<file path="config.mk">
export PLATFORM = sky130hd
export DESIGN_NAME = hazard_ctrl_flat
export DESIGN_NICKNAME = d
export VERILOG_FILES = /design/src/rtl/hazard_pkg.sv /design/src/rtl/hazard_ctrl_if.sv /design/src/rtl/hazard_match.sv /design/src/rtl/hazard_ctrl.sv /design/src/flat_wrapper.sv
export SDC_FILE = /design/constraint.sdc
export NUM_CORES = 1
export LEC_CHECK = 0
export ABC_AREA = 1
export BUFFER_PORTS_ARGS = -buffer_cell sky130_fd_sc_hd__buf_2
export CAP_MARGIN = 20
export CORE_UTILIZATION = 60
export CTS_CLUSTER_SIZE = 14
export DETAILED_ROUTE_END_ITERATION = 12
export PLACE_DENSITY = 0.87
export SETUP_SLACK_MARGIN = 0.3
export SLEW_MARGIN = 10
export SYNTH_ARGS = -nofsm -noshare
export SYNTH_HDL_FRONTEND = slang
export SYNTH_SLANG_ARGS = --single-unit
</file>
<file path="constraint.sdc">
create_clock -name clk -period 2.7 [get_ports clk]
set_input_delay 0.135 -clock clk [delete_from_list [all_inputs] [get_ports clk]]
set_output_delay 0.135 -clock clk [all_outputs]
set_load 0.05 [all_outputs]
</file>
<file path="src/rtl/hazard_pkg.sv">
// Shared types and constants for the hazard controller: tracking-entry layout,
// forward-select encoding and the saturating performance-counter helper.
package hazard_pkg;

    localparam int CNT_W  = 32;
    localparam int RD_W   = 8;   // widest supported register index (NREG up to 256)
    localparam int FWD_RF = 0;   // forward select: operand comes from the register file

    typedef struct packed {
        logic            valid;
        logic [RD_W-1:0] rd;
        logic            is_load;
    } entry_t;

    function automatic logic [CNT_W-1:0] sat_inc(input logic [CNT_W-1:0] value,
                                                 input logic             en);
        return (en && (value != '1)) ? value + CNT_W'(1) : value;
    endfunction

endpackage

</file>
<file path="src/rtl/hazard_ctrl_if.sv">
// Pipeline-facing bundle of the hazard controller: ID/EX status in,
// stall/flush/forward-select decisions and performance counters out.
interface hazard_ctrl_if #(
    parameter int NREG  = 32,
    parameter int DEPTH = 3
);
    import hazard_pkg::*;

    localparam int RAW   = $clog2(NREG);
    localparam int SEL_W = $clog2(DEPTH);

    logic             id_valid;
    logic [RAW-1:0]   id_rs1;
    logic [RAW-1:0]   id_rs2;
    logic             id_rs1_used;
    logic             id_rs2_used;
    logic [RAW-1:0]   id_rd;
    logic             id_rd_wen;
    logic             id_is_load;
    logic             ex_redirect;

    logic             stall;
    logic             flush_ifid;
    logic             flush_idex;
    logic [SEL_W-1:0] fwd_a_sel;
    logic [SEL_W-1:0] fwd_b_sel;
    logic [CNT_W-1:0] stall_cnt;
    logic [CNT_W-1:0] flush_cnt;

    modport master (
        output id_valid, id_rs1, id_rs2, id_rs1_used, id_rs2_used,
               id_rd, id_rd_wen, id_is_load, ex_redirect,
        input  stall, flush_ifid, flush_idex, fwd_a_sel, fwd_b_sel,
               stall_cnt, flush_cnt
    );

    modport slave (
        input  id_valid, id_rs1, id_rs2, id_rs1_used, id_rs2_used,
               id_rd, id_rd_wen, id_is_load, ex_redirect,
        output stall, flush_ifid, flush_idex, fwd_a_sel, fwd_b_sel,
               stall_cnt, flush_cnt
    );

endinterface

</file>
<file path="src/rtl/hazard_match.sv">
// Youngest-match priority search of one source operand against the tracked
// stages; a WB-stage winner counts as a register-file read.
module hazard_match
    import hazard_pkg::*;
#(
    parameter int RAW      = 5,
    parameter int DEPTH    = 3,
    parameter int LOAD_LAT = 2,
    parameter bit FWD_EN   = 1'b0
) (
    input  logic                       used,
    input  logic [RAW-1:0]             src,
    input  entry_t [DEPTH-1:0]         entries,
    output logic                       hit,
    output logic [$clog2(DEPTH)-1:0]   stage,
    output logic                       hazard
);
    localparam int SEL_W = $clog2(DEPTH);

    logic             found;
    logic [SEL_W-1:0] found_k;
    logic             found_load;

    always_comb begin
        // NOTE: every output of this block is defaulted first, so no path can leave it unassigned and infer a latch.
        found      = 1'b0;
        found_k    = '0;
        found_load = 1'b0;
        // Scan oldest to youngest so the smallest matching index is the last one written.
        for (int k = DEPTH - 1; k >= 0; k--) begin
            if (used && entries[k].valid && (entries[k].rd == RD_W'(src))) begin
                found      = 1'b1;
                found_k    = SEL_W'(k);
                found_load = entries[k].is_load;
            end
        end
    end

    assign hit    = found && (found_k != SEL_W'(DEPTH - 1));
    assign stage  = found_k;
    assign hazard = FWD_EN ? (hit && found_load && (int'(found_k) < LOAD_LAT - 1)) : hit;

endmodule

</file>
<file path="src/rtl/hazard_ctrl.sv">
// In-order pipeline hazard controller: RAW interlock, redirect flush and
// operand forward selects. Define HAZARD_CTRL_FORWARD_EN to enable forwarding.
module hazard_ctrl
    import hazard_pkg::*;
#(
    parameter int NREG     = 32,
    parameter int DEPTH    = 3,
    parameter int LOAD_LAT = 2
) (
    input logic         clk,
    input logic         rst_n,
    hazard_ctrl_if.slave hz
);
    localparam int RAW   = $clog2(NREG);
    localparam int SEL_W = $clog2(DEPTH);

`ifdef HAZARD_CTRL_FORWARD_EN
    localparam bit FWD_EN = 1'b1;
`else
    localparam bit FWD_EN = 1'b0;
`endif

    entry_t [DEPTH-1:0] pipe_q;
    entry_t             ent_d;
    logic               hit_a, hit_b;
    logic               haz_a, haz_b;
    logic               issue;
    logic [SEL_W-1:0]   stage_a, stage_b;
    logic [SEL_W-1:0]   sel_a_d, sel_b_d;
    logic [SEL_W-1:0]   sel_a_q, sel_b_q;
    logic [CNT_W-1:0]   stall_cnt_q, flush_cnt_q;

    hazard_match #(.RAW(RAW), .DEPTH(DEPTH), .LOAD_LAT(LOAD_LAT), .FWD_EN(FWD_EN)) u_match_a (
        .used    (hz.id_rs1_used),
        .src     (hz.id_rs1),
        .entries (pipe_q),
        .hit     (hit_a),
        .stage   (stage_a),
        .hazard  (haz_a)
    );

    hazard_match #(.RAW(RAW), .DEPTH(DEPTH), .LOAD_LAT(LOAD_LAT), .FWD_EN(FWD_EN)) u_match_b (
        .used    (hz.id_rs2_used),
        .src     (hz.id_rs2),
        .entries (pipe_q),
        .hit     (hit_b),
        .stage   (stage_b),
        .hazard  (haz_b)
    );

    // Redirect outranks the interlock: the stalled instruction is squashed anyway.
    assign hz.stall      = hz.id_valid && !hz.ex_redirect && (haz_a || haz_b);
    assign hz.flush_ifid = hz.ex_redirect;
    assign hz.flush_idex = hz.ex_redirect;
    assign issue         = hz.id_valid && !hz.stall && !hz.ex_redirect;

    always_comb begin
        ent_d   = '0;
        sel_a_d = SEL_W'(FWD_RF);
        sel_b_d = SEL_W'(FWD_RF);
        if (issue) begin
            ent_d.valid   = hz.id_rd_wen && (hz.id_rd != '0);
            ent_d.rd      = RD_W'(hz.id_rd);
            ent_d.is_load = hz.id_is_load;
            if (FWD_EN && hit_a) sel_a_d = stage_a + SEL_W'(1);
            if (FWD_EN && hit_b) sel_b_d = stage_b + SEL_W'(1);
        end
    end

    always_ff @(posedge clk) begin
        // NOTE: state uses non-blocking assignments so every register samples pre-edge values; reset is synchronous, tested inside the clocked block.
        if (!rst_n) begin
            // NOTE: the whole tracking register is cleared; a stale valid entry would raise a false stall right after release.
            pipe_q      <= '0;
            sel_a_q     <= '0;
            sel_b_q     <= '0;
            stall_cnt_q <= '0;
            flush_cnt_q <= '0;
        end else begin
            pipe_q      <= {pipe_q[DEPTH-2:0], ent_d};
            sel_a_q     <= sel_a_d;
            sel_b_q     <= sel_b_d;
            stall_cnt_q <= sat_inc(stall_cnt_q, hz.stall);
            flush_cnt_q <= sat_inc(flush_cnt_q, hz.ex_redirect);
        end
    end

    assign hz.fwd_a_sel = sel_a_q;
    assign hz.fwd_b_sel = sel_b_q;
    assign hz.stall_cnt = stall_cnt_q;
    assign hz.flush_cnt = flush_cnt_q;

endmodule

</file>
<file path="src/flat_wrapper.sv">
// flat-port wrapper written by rule: the top's interface ports become plain ports
module hazard_ctrl_flat import hazard_pkg::*;
#(
    parameter int NREG     = 32,
    parameter int DEPTH    = 3,
    parameter int LOAD_LAT = 2
)
  (clk, rst_n, hz_id_valid, hz_id_rs1, hz_id_rs2, hz_id_rs1_used, hz_id_rs2_used, hz_id_rd, hz_id_rd_wen, hz_id_is_load, hz_ex_redirect, hz_stall, hz_flush_ifid, hz_flush_idex, hz_fwd_a_sel, hz_fwd_b_sel, hz_stall_cnt, hz_flush_cnt);
  hazard_ctrl_if #(.NREG(NREG), .DEPTH(DEPTH)) hz_i ();
  input logic clk;
  input logic rst_n;
  input wire logic [$bits(hz_i.id_valid)-1:0] hz_id_valid;
  input wire logic [$bits(hz_i.id_rs1)-1:0] hz_id_rs1;
  input wire logic [$bits(hz_i.id_rs2)-1:0] hz_id_rs2;
  input wire logic [$bits(hz_i.id_rs1_used)-1:0] hz_id_rs1_used;
  input wire logic [$bits(hz_i.id_rs2_used)-1:0] hz_id_rs2_used;
  input wire logic [$bits(hz_i.id_rd)-1:0] hz_id_rd;
  input wire logic [$bits(hz_i.id_rd_wen)-1:0] hz_id_rd_wen;
  input wire logic [$bits(hz_i.id_is_load)-1:0] hz_id_is_load;
  input wire logic [$bits(hz_i.ex_redirect)-1:0] hz_ex_redirect;
  output wire logic [$bits(hz_i.stall)-1:0] hz_stall;
  output wire logic [$bits(hz_i.flush_ifid)-1:0] hz_flush_ifid;
  output wire logic [$bits(hz_i.flush_idex)-1:0] hz_flush_idex;
  output wire logic [$bits(hz_i.fwd_a_sel)-1:0] hz_fwd_a_sel;
  output wire logic [$bits(hz_i.fwd_b_sel)-1:0] hz_fwd_b_sel;
  output wire logic [$bits(hz_i.stall_cnt)-1:0] hz_stall_cnt;
  output wire logic [$bits(hz_i.flush_cnt)-1:0] hz_flush_cnt;
  assign hz_i.id_valid = hz_id_valid;
  assign hz_i.id_rs1 = hz_id_rs1;
  assign hz_i.id_rs2 = hz_id_rs2;
  assign hz_i.id_rs1_used = hz_id_rs1_used;
  assign hz_i.id_rs2_used = hz_id_rs2_used;
  assign hz_i.id_rd = hz_id_rd;
  assign hz_i.id_rd_wen = hz_id_rd_wen;
  assign hz_i.id_is_load = hz_id_is_load;
  assign hz_i.ex_redirect = hz_ex_redirect;
  assign hz_stall = hz_i.stall;
  assign hz_flush_ifid = hz_i.flush_ifid;
  assign hz_flush_idex = hz_i.flush_idex;
  assign hz_fwd_a_sel = hz_i.fwd_a_sel;
  assign hz_fwd_b_sel = hz_i.fwd_b_sel;
  assign hz_stall_cnt = hz_i.stall_cnt;
  assign hz_flush_cnt = hz_i.flush_cnt;
  hazard_ctrl #(.NREG(NREG), .DEPTH(DEPTH), .LOAD_LAT(LOAD_LAT)) u_core (.clk(clk), .rst_n(rst_n), .hz(hz_i));
endmodule
</file>
* After elaboration in Yosys (flattened, before gate mapping)
Index checks and enable logic that the tools add are counted.
** Word-level totals
- Register bits after elaboration :: 91
- Bits of input ports :: 23
- Logic and storage cells :: 59
** Operators by class
- $add $sub $neg :: 2
- Equality and inequality tests :: 10
- Multiplexer cells :: 12
- Reduce and logical (&&, ||, !) cells :: 26
** Operators by type and width (number)
- $add A32 B1 Y32 const B :: 2
- $ne A32 B32 Y1 const B :: 2
- $eq A8 B5 Y1 :: 6
- $logic_and A1 B1 Y1 :: 21
- $mux W2 :: 6
- $mux W1 :: 6
- $reduce_bool A5 Y1 :: 1
- $ne A2 B2 Y1 const B :: 2
- $logic_not A1 Y1 :: 2
- $reduce_and A2 Y1 :: 1
- $logic_or A1 B1 Y1 :: 1

* Depth between registers and ports, before layout
Gate-level depths: netlist of run 1.
- Word-level depth :: 13
- Gate-level depth with buffers :: 13
- Mapped depth without buffers :: 12

* Hierarchy
Synthesis of run 1 repeated with hierarchy kept, for this count alone.
** Unflattened totals
- Cell total of the unflattened synthesis :: 898
- Area total of the unflattened synthesis :: 5291.3 um2
** By module, submodules not included
- hazard_ctrl :: times used 1, cells each 738, area an instance 4610.7 um2
- hazard_match :: times used 2, cells each 80, area an instance 340.3 um2

* Worst setup path before layout of run 1
No wires, ideal clock.
- Kind :: reg2reg
- From :: register u_core.stall_cnt_q[0], in the netlist u_core.hz.stall_cnt[0]
- To :: register u_core.stall_cnt_q[22], in the netlist u_core.hz.stall_cnt[22]
- Setup time :: 0.139 ns
- Arrival time :: 2.084 ns
- Setup slack :: 0.477 ns
- Stages on the path, launching flop included :: 11
- Cells stage by stage :: dfxtp_1 > ha_1 > inv_2 > nor2_4 > nand2_2 > nor2_4 > nand4_2 > buf_2 > buf_2 > nand4_1 > a21oi_2
** Between the ends
- Cells in the longest elaborated chain, start to end :: 2
** Ends and longest elaborated chain
- start: declaration :: line hazard_ctrl.sv:31 : logic [CNT_W-1:0] stall_cnt_q, flush_cnt_q;
- start signal: assignment :: line hazard_ctrl.sv:83 : stall_cnt_q <= sat_inc(stall_cnt_q, hz.stall);
- parallel branches: the longest is 2 deep, another holds $add A32 B1 Y32
Parallel ways; which one is timed is not known.
A chain may end at the register's enable or synchronous reset.

* Worst setup path in the final report of run 1
- From :: register u_core.stall_cnt_q[0], in the netlist u_core.hz.stall_cnt[0]
- To :: register u_core.stall_cnt_q[25], in the netlist u_core.hz.stall_cnt[25]
The elaborated chain is that of the path after synthesis.

==> run_results.csv, run 1 <==
group,metric,value,unit
detailed_routing,viasPerCell,5.44,
critical_path,startpoint_type,"flop",
global_routing,grt_max_degree,34,
timing,rsz0062_at_grt,"no",
min_path,hold_depth,3,
cts,cts_hold_buf,0,
detailed_routing,vias,5448,
global_routing,antenna_found_initial,0,
placement,dp.cells,986,
critical_path,r2r_slack,580,ps
placement,numPortBuffers,88,
cts,path_clk_slew,80,ps
global_routing,grt_pass1_vias,4993,
timing,fin_crit,2120,ps
logic_synthesis,synth_edf_count,0,
layout,final_nets,920,
detailed_routing,wl_met1,5.87,mm
critical_path,r2r_start,"u_core.hz.stall_cnt[0]",
global_routing,grt_usage,32.3,%
detailed_routing,wl_met2,6.28,mm
detailed_routing,firstDrtPassIters,7,
timing,finalHoldViolCount,0,
logic_synthesis,synth_xor_area_share,5.67,%
cts,cts_buffers,9,
die,row_count,32,
die,start_util,63.0,%
logic_synthesis,synth_area_leaders,"dfxtp_1, nand2_1, nor2_1, inv_1, nand4_1",
die,die_area,8610,sq um
die,pin_count,94,
logic_synthesis,ys_seq_area_share,30.8,%
layout,drive_above_1_share,15.0,%
detailed_routing,drc,0,
logic_synthesis,ys_types,32,
logic_synthesis,synth_compound_area_share,7.01,%
placement,globalplace.congestion,0.999,
logic_synthesis,synthFlopType,"dfxtp_1",
critical_path,rr_worst_depth,9,
detailed_routing,antenna_left,0,
layout,area_growth,13.2,%
detailed_routing,highest_layer,"met4",
logic_synthesis,yosys.area.top_type_share,30.8,%
critical_path,cp.arrival,2400,ps
critical_path,r2r_end,"u_core.hz.stall_cnt[25]",
timing,period_share,78.4,%
min_path,min_from,"hz_id_rd[4]",
die,die-width,92.8,microns
timing,tns,0,ps
layout,n_antenna_cell,0,
job,maxCapViolCount,0,
critical_path,endpoint_kind,"flop",
cts,clk_path_buf_depth,2,
critical_path,path_max_fanout,29,
timing,relSlewSlack,32.6,%
detailed_routing,routed_wl,13.5,mm
cts,cts_setup_buffers,0,
logic_synthesis,synth-simple-area-share,45.8,%
logic_synthesis,ys_ff_latch,76,
timing,tightest_slew,1010,ps
power,cellPowerDensity,380,nW/um^2
logic_synthesis,synth_top_family_by_area,"simple AND/OR/NAND/NOR gates",
layout,fin_util,71.3,%
logic_synthesis,synthAdderAreaFrac,0.506,%
cts,cts_resized,0,
logic_synthesis,syn_avg_cell_area,6.05,sq um
logic_synthesis,ys_async_sr_fraction,0,%
placement,hpwl,9.97,mm
logic_synthesis,synth_common_cells,"nand2_1, nor2_1, inv_1, dfxtp_1",
cts,cts.sinks,76,
logic_synthesis,syn_inst,817,
logic_synthesis,muxShareOfSynthArea,0,%
logic_synthesis,synth_area,4950,sq um
critical_path,critPathRequiredTime,2980,ps
logic_synthesis,yosys_warnings,0,
cts,cts-root-buf,"clkbuf_8",
detailed_routing,routed-wl-met3,991,microns
layout,fin_cells,1002,
power,ir_worst_vdd,0.257,mV
detailed_routing,wl_per_cell,13.5,microns
timing,setup_viol,0,
global_routing,grt_pass1_wl,22.5,mm
global_routing,gr-total-overflow,0,
logic_synthesis,yosysMostFrequentCell,"nand2_1",
timing,skew,6.78,ps
timing,timing.fmax,472,MHz
logic_synthesis,yosysTopAreaCell,"dfxtp_1",
min_path,worstHoldEndpoint,"u_core.pipe_q[5]",
critical_path,critical_path_class,"flop to flop",
detailed_routing,drt-initial-drc-count,389,
timing,slew_violations,0,
cts,clk_latency,340,ps
power,power_leakage,2.39,nW
min_path,hp-class,"primary input to flop",
outcome,status,"complete, no violations",
die,die_y,92.8,microns
cts,cts_tree,"built",
die,core-area,7850,sq um
cts,h-tree-depth,3,
## critical path: stages (launching register included)
cell and delay [ps]:
dfxtp_1 470, ha_1 320, inv_2 90, nor2_4 190, nand2_2 110, nor2_4 150, nand4_2 130, nand3_4 320
nand2_1 140, a21oi_2 130
## sequential cells by signal (all words and copies together), names as in the netlist
| signal | count |
|---|---|
| u_core.hz.flush_cnt | 32 |
| u_core.hz.stall_cnt | 32 |
| u_core.pipe_q | 12 |
## layout make-up
type,count,area (sq um)
clock buffer,14,173
clock inverter,2,16.3
fill,711,2250
inverter,85,319
multi-input combinational,627,2940
sequential,76,1520
tap,102,128
timing repair buffer,96,500
## metal layers
layer	global-route usage (%)	up-vias
met4	12.2	0
met3	5.58	33
met2	54.3	236
li1	-	2723
met5	0	-
met1	41.2	2456
## through the flow
step	cell area, sq um	hold slack (ps)	setup slack, ps	power (mW)
floorplan	4960	247	477	1.27
global placement	5400	369	615	1.30
detailed placement	5400	377	519	1.30
CTS	5590	23.5	503	2.14
global route	5600	22.6	406	2.21
finish	5600	22.4	583	2.13
## kinds of logic (layout without fill, tap and decap cells)
kind of cell             count (synthesis)  in the layout
AND/OR/NAND/NOR                        527            527
buffers and inverters                  117            197
flip-flops                              76             76
AO/OA/AOI/OAI                           62             62
XOR/XNOR                                32             32
adder cells (fa/ha/maj)                  2              2
other                                    1              4
## how the worst max path moves through the flow
stage                                 from                      end  slack, ps  cells after the start
floorplan           u_core.hz.stall_cnt[0]  u_core.hz.stall_cnt[22]        480                     10
global placement         u_core.pipe_q[12]  u_core.hz.stall_cnt[28]        620                     12
detailed placement  u_core.hz.stall_cnt[0]  u_core.hz.stall_cnt[25]        520                      9
CTS                 u_core.hz.stall_cnt[0]  u_core.hz.stall_cnt[25]        500                      9
global route              u_core.pipe_q[2]                 hz_stall        410                     12
finish              u_core.hz.stall_cnt[0]  u_core.hz.stall_cnt[25]        580                      9
## placed cells by master, fill, tap and decap left out, types with 16 or more instances in the layout
cell type / synthesis / layout
nand2_1: 298 / 298
nor2_1: 118 / 117
buf_2: 7 / 88
inv_1: 83 / 83
dfxtp_1: 76 / 76
nand4_1: 43 / 43
a21oi_1: 43 / 43
xor2_1: 23 / 23
nand3_1: 22 / 22
nor3_1: 16 / 16
## power breakdown
group	switching (mW)	total, mW	internal, mW
logic	0.110	0.148	0.0380
registers	0.00648	1.13	1.13
clock network	0.431	0.846	0.415
(Power assumes the default switching activity.)
==> inputs of run 2 (changes only) <==
- CORE_UTILIZATION: 60 -> 51
- PLACE_DENSITY: 0.87 -> 0.79
- clock period: 2.7 -> 1.8 ns (I/O delays scaled with it)
==> run 2 against run 1 <==
The run now ends with negative setup slack left. Sequential share of layout area is 6.1 points lower. Register-to-register slack got worse by 1100 ps. Clock skew rose by 23 ps. Utilization grew 15 points. Global-route usage rose by 5.3 points. Combinational power rose to 3.1 times the previous value. Flip-flop and latch count unchanged. Fmax decreased by 8.1%. Power is 83% higher. Critical endpoint is now u_core.hz.flush_cnt[3].
==> run_results.csv, run 2 (synthesized netlist as in run 1, its figures left out) <==
group,metric,value,unit
critical_path,r2r_start,"u_core.hz.flush_cnt[6]",
power,internal_power,2.78,mW
global_routing,grt_usage,37.6,%
layout,fin_util,86.3,%
layout,final_cell_mix,"nand2_1, buf_2, nor2_1",
die,start_util,53.0,%
global_routing,grt_pass1_vias,5928,
cts,path_clk_slew,120,ps
critical_path,rr_worst_depth,11,
detailed_routing,drc,0,
timing,setup_viol,65,
power,seqPwrFrac,42.7,%
timing,timing.fmax,434,MHz
layout,final_nets,1031,
timing,period_share,128,%
power,finalPower,3.88,mW
cts,cts_buffers,9,
global_routing,grt_max_degree,41,
timing,rsz0062_at_grt,"yes",
die,die_area,10100,sq um
timing,slew_violations,0,
die,pin_count,94,
power,swShare,28.4,%
timing,fin_ws,-505,ps
critical_path,critical_path_class,"flop to flop",
critical_path,path_max_fanout,4,
power,power_leakage,3.48,nW
cts,cts_tree,"built",
cts,clk_latency,400,ps
detailed_routing,drt-initial-drc-count,1092,
timing,finalHoldViolCount,0,
min_path,hp-class,"primary input to flop",
detailed_routing,routed_wl,25.2,mm
cts,clk_path_buf_depth,2,
detailed_routing,firstDrtPassIters,8,
job,maxCapViolCount,0,
outcome,status,"finished with violations",
power,cellPowerDensity,483,nW/um^2
cts,cts.sinks,76,
timing,fin_crit,2300,ps
power,ir_worst_vdd,0.353,mV
cts,h-tree-depth,3,
placement,globalplace.congestion,1.01,
layout,fin_area,8050,sq um
layout,area_growth,62.7,%
detailed_routing,vias,7158,
critical_path,endpoint,"u_core.hz.flush_cnt[3]",
detailed_routing,viasPerCell,6.27,
die,die_y,100,microns
critical_path,r2r_end,"u_core.hz.flush_cnt[3]",
power,p_comb_share,11.8,%
detailed_routing,wl_met2,11.0,mm
critical_path,startpoint_type,"flop",
power,power_switching,1.10,mW
layout,fin_cells,1141,
critical_path,cp.arrival,2510,ps
outcome,violations,"negative setup slack",
layout,layout_commonest_cell,"nand2_1",
global_routing,gr-total-overflow,0,
die,row_count,35,
timing,tightest_slew,733,ps
global_routing,antenna_found_initial,2,
detailed_routing,wl_per_cell,22.1,microns
cts,cts-root-buf,"clkbuf_8",
placement,numPortBuffers,88,
placement,dp.cells,1034,
power,clock_power_share,45.5,%
detailed_routing,routed-wl-met3,3.31,mm
placement,post_dp_cell_area,5870,sq um
global_routing,grt_pass1_wl,29.6,mm
die,die-width,100,microns
placement,hpwl,10.3,mm
critical_path,critPathRequiredTime,2000,ps
detailed_routing,antenna_left,0,
timing,relSlewSlack,51.1,%
timing,skew,29.6,ps
critical_path,r2r_slack,-500,ps
critical_path,startpoint,"u_core.hz.flush_cnt[6]",
die,core-area,9330,sq um
detailed_routing,wl_met1,8.40,mm
detailed_routing,highest_layer,"met5",
layout,drive_above_1_share,50.0,%
layout,fillers,455,
critical_path,endpoint_kind,"flop",
-- run 2: changes by cell type in the layout (fill, tap and decap cells not counted), moves of 14 or more --
cell and change:
dfxtp_4 +32, dfxtp_2 +40, nand2_1 -80, nor2_2 +28, buf_4 +64, a21oi_1 -33
nor2_1 -38, buf_6 +21, nand2_2 +40, dfxtp_1 -72, a21oi_2 +33, nand2_4 +40
inv_1 -14
-- run 2: worst min path at each step --
stage,slack [ps],endpoint,startpoint,cells after the start
floorplan,200,u_core.pipe_q[5],hz_id_rd[4],2
global placement,330,u_core.pipe_q[2],hz_id_rd[1],3
detailed placement,330,u_core.pipe_q[4],hz_id_rd[3],3
CTS,170,u_core.hz.flush_cnt[12],rst_n,3
global route,180,u_core.hz.flush_cnt[11],rst_n,3
finish,190,u_core.hz.flush_cnt[12],rst_n,3
-- run 2: power groups by stage --
stage,clock network (mW),registers (mW),logic [mW]
after floorplan,0,1.72,0.159
after global placement,0,1.71,0.234
after CTS,1.67,1.66,0.363
after global routing,1.84,1.66,0.479
final,1.77,1.66,0.457
after detailed placement,0,1.71,0.238
-- run 2: metrics by stage --
step	setup slack, ps	hold slack [ps]	TNS (ps)
floorplan	115	202	0
detailed placement	91.3	332	0
finish	-505	189	-16020
global route	-690	183	-28310
global placement	104	328	0
CTS	26.6	168	0
-- run 2: what timing repair did --
| item | CTS | global route |
|---|---|---|
| pin swaps | 45 | 49 |
| endpoints found under the hold margin | 6 | 0 |
| setup endpoints to repair | 65 | 65 |
| hold buffers | 6 | 0 |
| cloned | 7 | 3 |
| resized for setup | 130 | 182 |
| buffers inserted | 55 | 19 |
-- run 2: worst max-delay path, cell delays in order (launching register included) --
cell     delay (ps)
dfxtp_4         400
nand2_4          60
nor3_4          260
nand2_2         160
nor2_4          140
nand2_2          80
nand2_4         150
buf_6           130
buf_6           100
buf_6           110
nor3_2           40
nor3b_2         480
-- run 2: routing by layer --
| layer | global-route usage, % | up-vias |
|---|---|---|
| li1 | - | 2965 |
| met1 | 46.4 | 3248 |
| met2 | 60.9 | 671 |
| met3 | 7.35 | 268 |
| met4 | 22.7 | 6 |
| met5 | 0 | - |
-- run 2: area by class of cell --
type	instances	area, sq um	area share (%)
multi-input cells	627	3880	48.2
repair buffers	207	1720	21.4
flip-flops and latches	76	1690	21.0
inverters	85	335	4.17
clock buffers	12	178	2.21
well taps	129	161	2.01
clock inverters	4	77.6	0.964
diodes	1	2.50	0.0311
==> inputs of run 3 (changes only) <==
- BUFFER_PORTS_ARGS: -buffer_cell sky130_fd_sc_hd__buf_2 -> -buffer_cell sky130_fd_sc_hd__buf_4
- SKIP_CTS_REPAIR_TIMING: default -> 1
==> run 3 against run 2 <==
The flow finishes with violations (negative hold slack, negative setup slack). Power decreased by 17%. Non-clock buffer count fell by 57. Via count shrank 16%. First-iteration DRC count decreased by 62%. Flip-flop and latch count stayed put. Largest power group is now sequential cells.
==> run_results.csv, run 3 (synthesized netlist as in run 1, its figures left out) <==
group,metric,value,unit
critical_path,r2r_slack,-130,ps
critical_path,critPathRequiredTime,2060,ps
detailed_routing,drt-initial-drc-count,414,
detailed_routing,wl_per_cell,16.3,microns
power,p_comb_share,10.5,%
global_routing,grt_max_degree,37,
die,die-width,100,microns
global_routing,grt_pass1_wl,23.0,mm
job,maxCapViolCount,0,
die,core-area,9330,sq um
timing,tns,-2140,ps
cts,clk_path_buf_depth,2,
detailed_routing,antenna_left,0,
timing,fin_crit,1930,ps
placement,post_dp_cell_area,6040,sq um
layout,final_nets,976,
timing,fin_ws,-129,ps
die,pin_count,94,
timing,timing.fmax,518,MHz
detailed_routing,firstDrtPassIters,5,
layout,layout_commonest_cell,"nand2_1",
timing,setup_viol,31,
detailed_routing,vias,6043,
detailed_routing,routed_wl,17.6,mm
global_routing,grt_pass1_vias,4978,
timing,finalHoldWorstSlack,-20.7,ps
layout,fin_cells,1085,
cts,path_clk_slew,90,ps
timing,skew,11.7,ps
cts,cts-root-buf,"clkbuf_8",
cts,cts_buffers,9,
global_routing,grt_usage,28.4,%
placement,dp.cells,1031,
critical_path,endpoint_kind,"flop",
critical_path,startpoint_type,"flop",
layout,fin_area,7210,sq um
die,die_area,10100,sq um
min_path,hp-class,"primary input to flop",
die,start_util,53.0,%
timing,slew_violations,0,
layout,fillers,674,
layout,final_cell_mix,"nand2_1, buf_4, nor2_1",
layout,fin_util,77.3,%
outcome,violations,"negative hold slack, negative setup slack",
critical_path,critical_path_class,"flop to flop",
global_routing,antenna_found_initial,0,
layout,area_growth,45.8,%
timing,period_share,107,%
cts,clk_latency,360,ps
outcome,status,"finished with violations",
power,finalPower,3.22,mW
global_routing,gr-total-overflow,0,
placement,numPortBuffers,88,
power,power_leakage,3.15,nW
timing,rsz0062_at_grt,"yes",
power,internal_power,2.30,mW
die,die_y,100,microns
power,seqPwrFrac,51.6,%
die,row_count,35,
cts,h-tree-depth,3,
placement,hpwl,10.7,mm
power,swShare,28.5,%
critical_path,path_max_fanout,16,
cts,cts.sinks,76,
detailed_routing,viasPerCell,5.57,
power,clock_power_share,37.9,%
power,cellPowerDensity,447,nW/um^2
layout,drive_above_1_share,39.2,%
timing,finalHoldViolCount,1,
cts,cts_tree,"built",
detailed_routing,drc,0,
power,power_switching,919,uW
power,ir_worst_vdd,0.290,mV
placement,pre_cts_ws,-16.2,ps
layout,n_antenna_cell,0,
placement,globalplace.congestion,0.983,
critical_path,cp.arrival,2180,ps
[run 3: changes by cell type in the layout (fill, tap and decap cells not counted), moves of 16 or more]
cell / change
buf_2: -87
buf_4: +53
nand2_1: +36
nand2_4: -21
nor2_2: -20
a21oi_1: +19
a21oi_2: -19
nor2_1: +17
nand2_2: -16
[run 3: worst paths after layout]
| check | end | cells after the start | from |
|---|---|---|---|
| hold reg to reg | u_core.pipe_q[19] | 2 | u_core.pipe_q[9] |
| setup reg to reg | u_core.hz.flush_cnt[1] | 10 | u_core.hz.flush_cnt[9] |
| hold / removal | u_core.pipe_q[1] | 3 | hz_id_rd[0] |
| setup / recovery | u_core.hz.flush_cnt[1] | 10 | u_core.hz.flush_cnt[9] |
[run 3: final cells by class]
class | count | area [sq um] | area share (%)
Timing Repair Buffer | 150 | 1280 | 17.8
Inverter | 85 | 344 | 4.77
Clock inverter | 6 | 40.0 | 0.555
Clock buffer | 10 | 138 | 1.91
Multi-Input combinational cell | 627 | 3530 | 49.0
Timing Repair inverter | 2 | 32.5 | 0.451
Sequential cell | 76 | 1680 | 23.3
Tap cell | 129 | 161 | 2.24
[run 3: power by group through the flow]
stage          combinational, mW  clock, mW  sequential, mW
4_1_cts                    0.249       1.22            1.67
3_5_place_dp               0.249          0            1.71
5_1_grt                    0.360       1.32            1.66
3_3_place_gp               0.242          0            1.71
2_1_floorplan              0.159          0            1.72
6_report                   0.338       1.22            1.66
[run 3: per-layer routing]
| metal | wire [microns] | up-vias | track usage, % | share of wire [%] |
|---|---|---|---|---|
| li1 | - | 2854 | - | - |
| met1 | 7320 | 2813 | 39.4 | 41 |
| met2 | 8360 | 324 | 45.8 | 47 |
| met3 | 1490 | 52 | 3.40 | 8.4 |
| met4 | 476 | 0 | 9.70 | 2.7 |
| met5 | 0 | - | 0 | 0 |
[run 3: worst max-delay path, stage by stage, from the launching register on]
cell,delay (ps)
dfxtp_4,400
clkinvlp_4,190
nor3_2,280
nand2_1,150
nor2_4,140
nand2_4,90
nand2_8,120
buf_6,140
clkinv_8,120
nor2_1,140
nor2_1,60
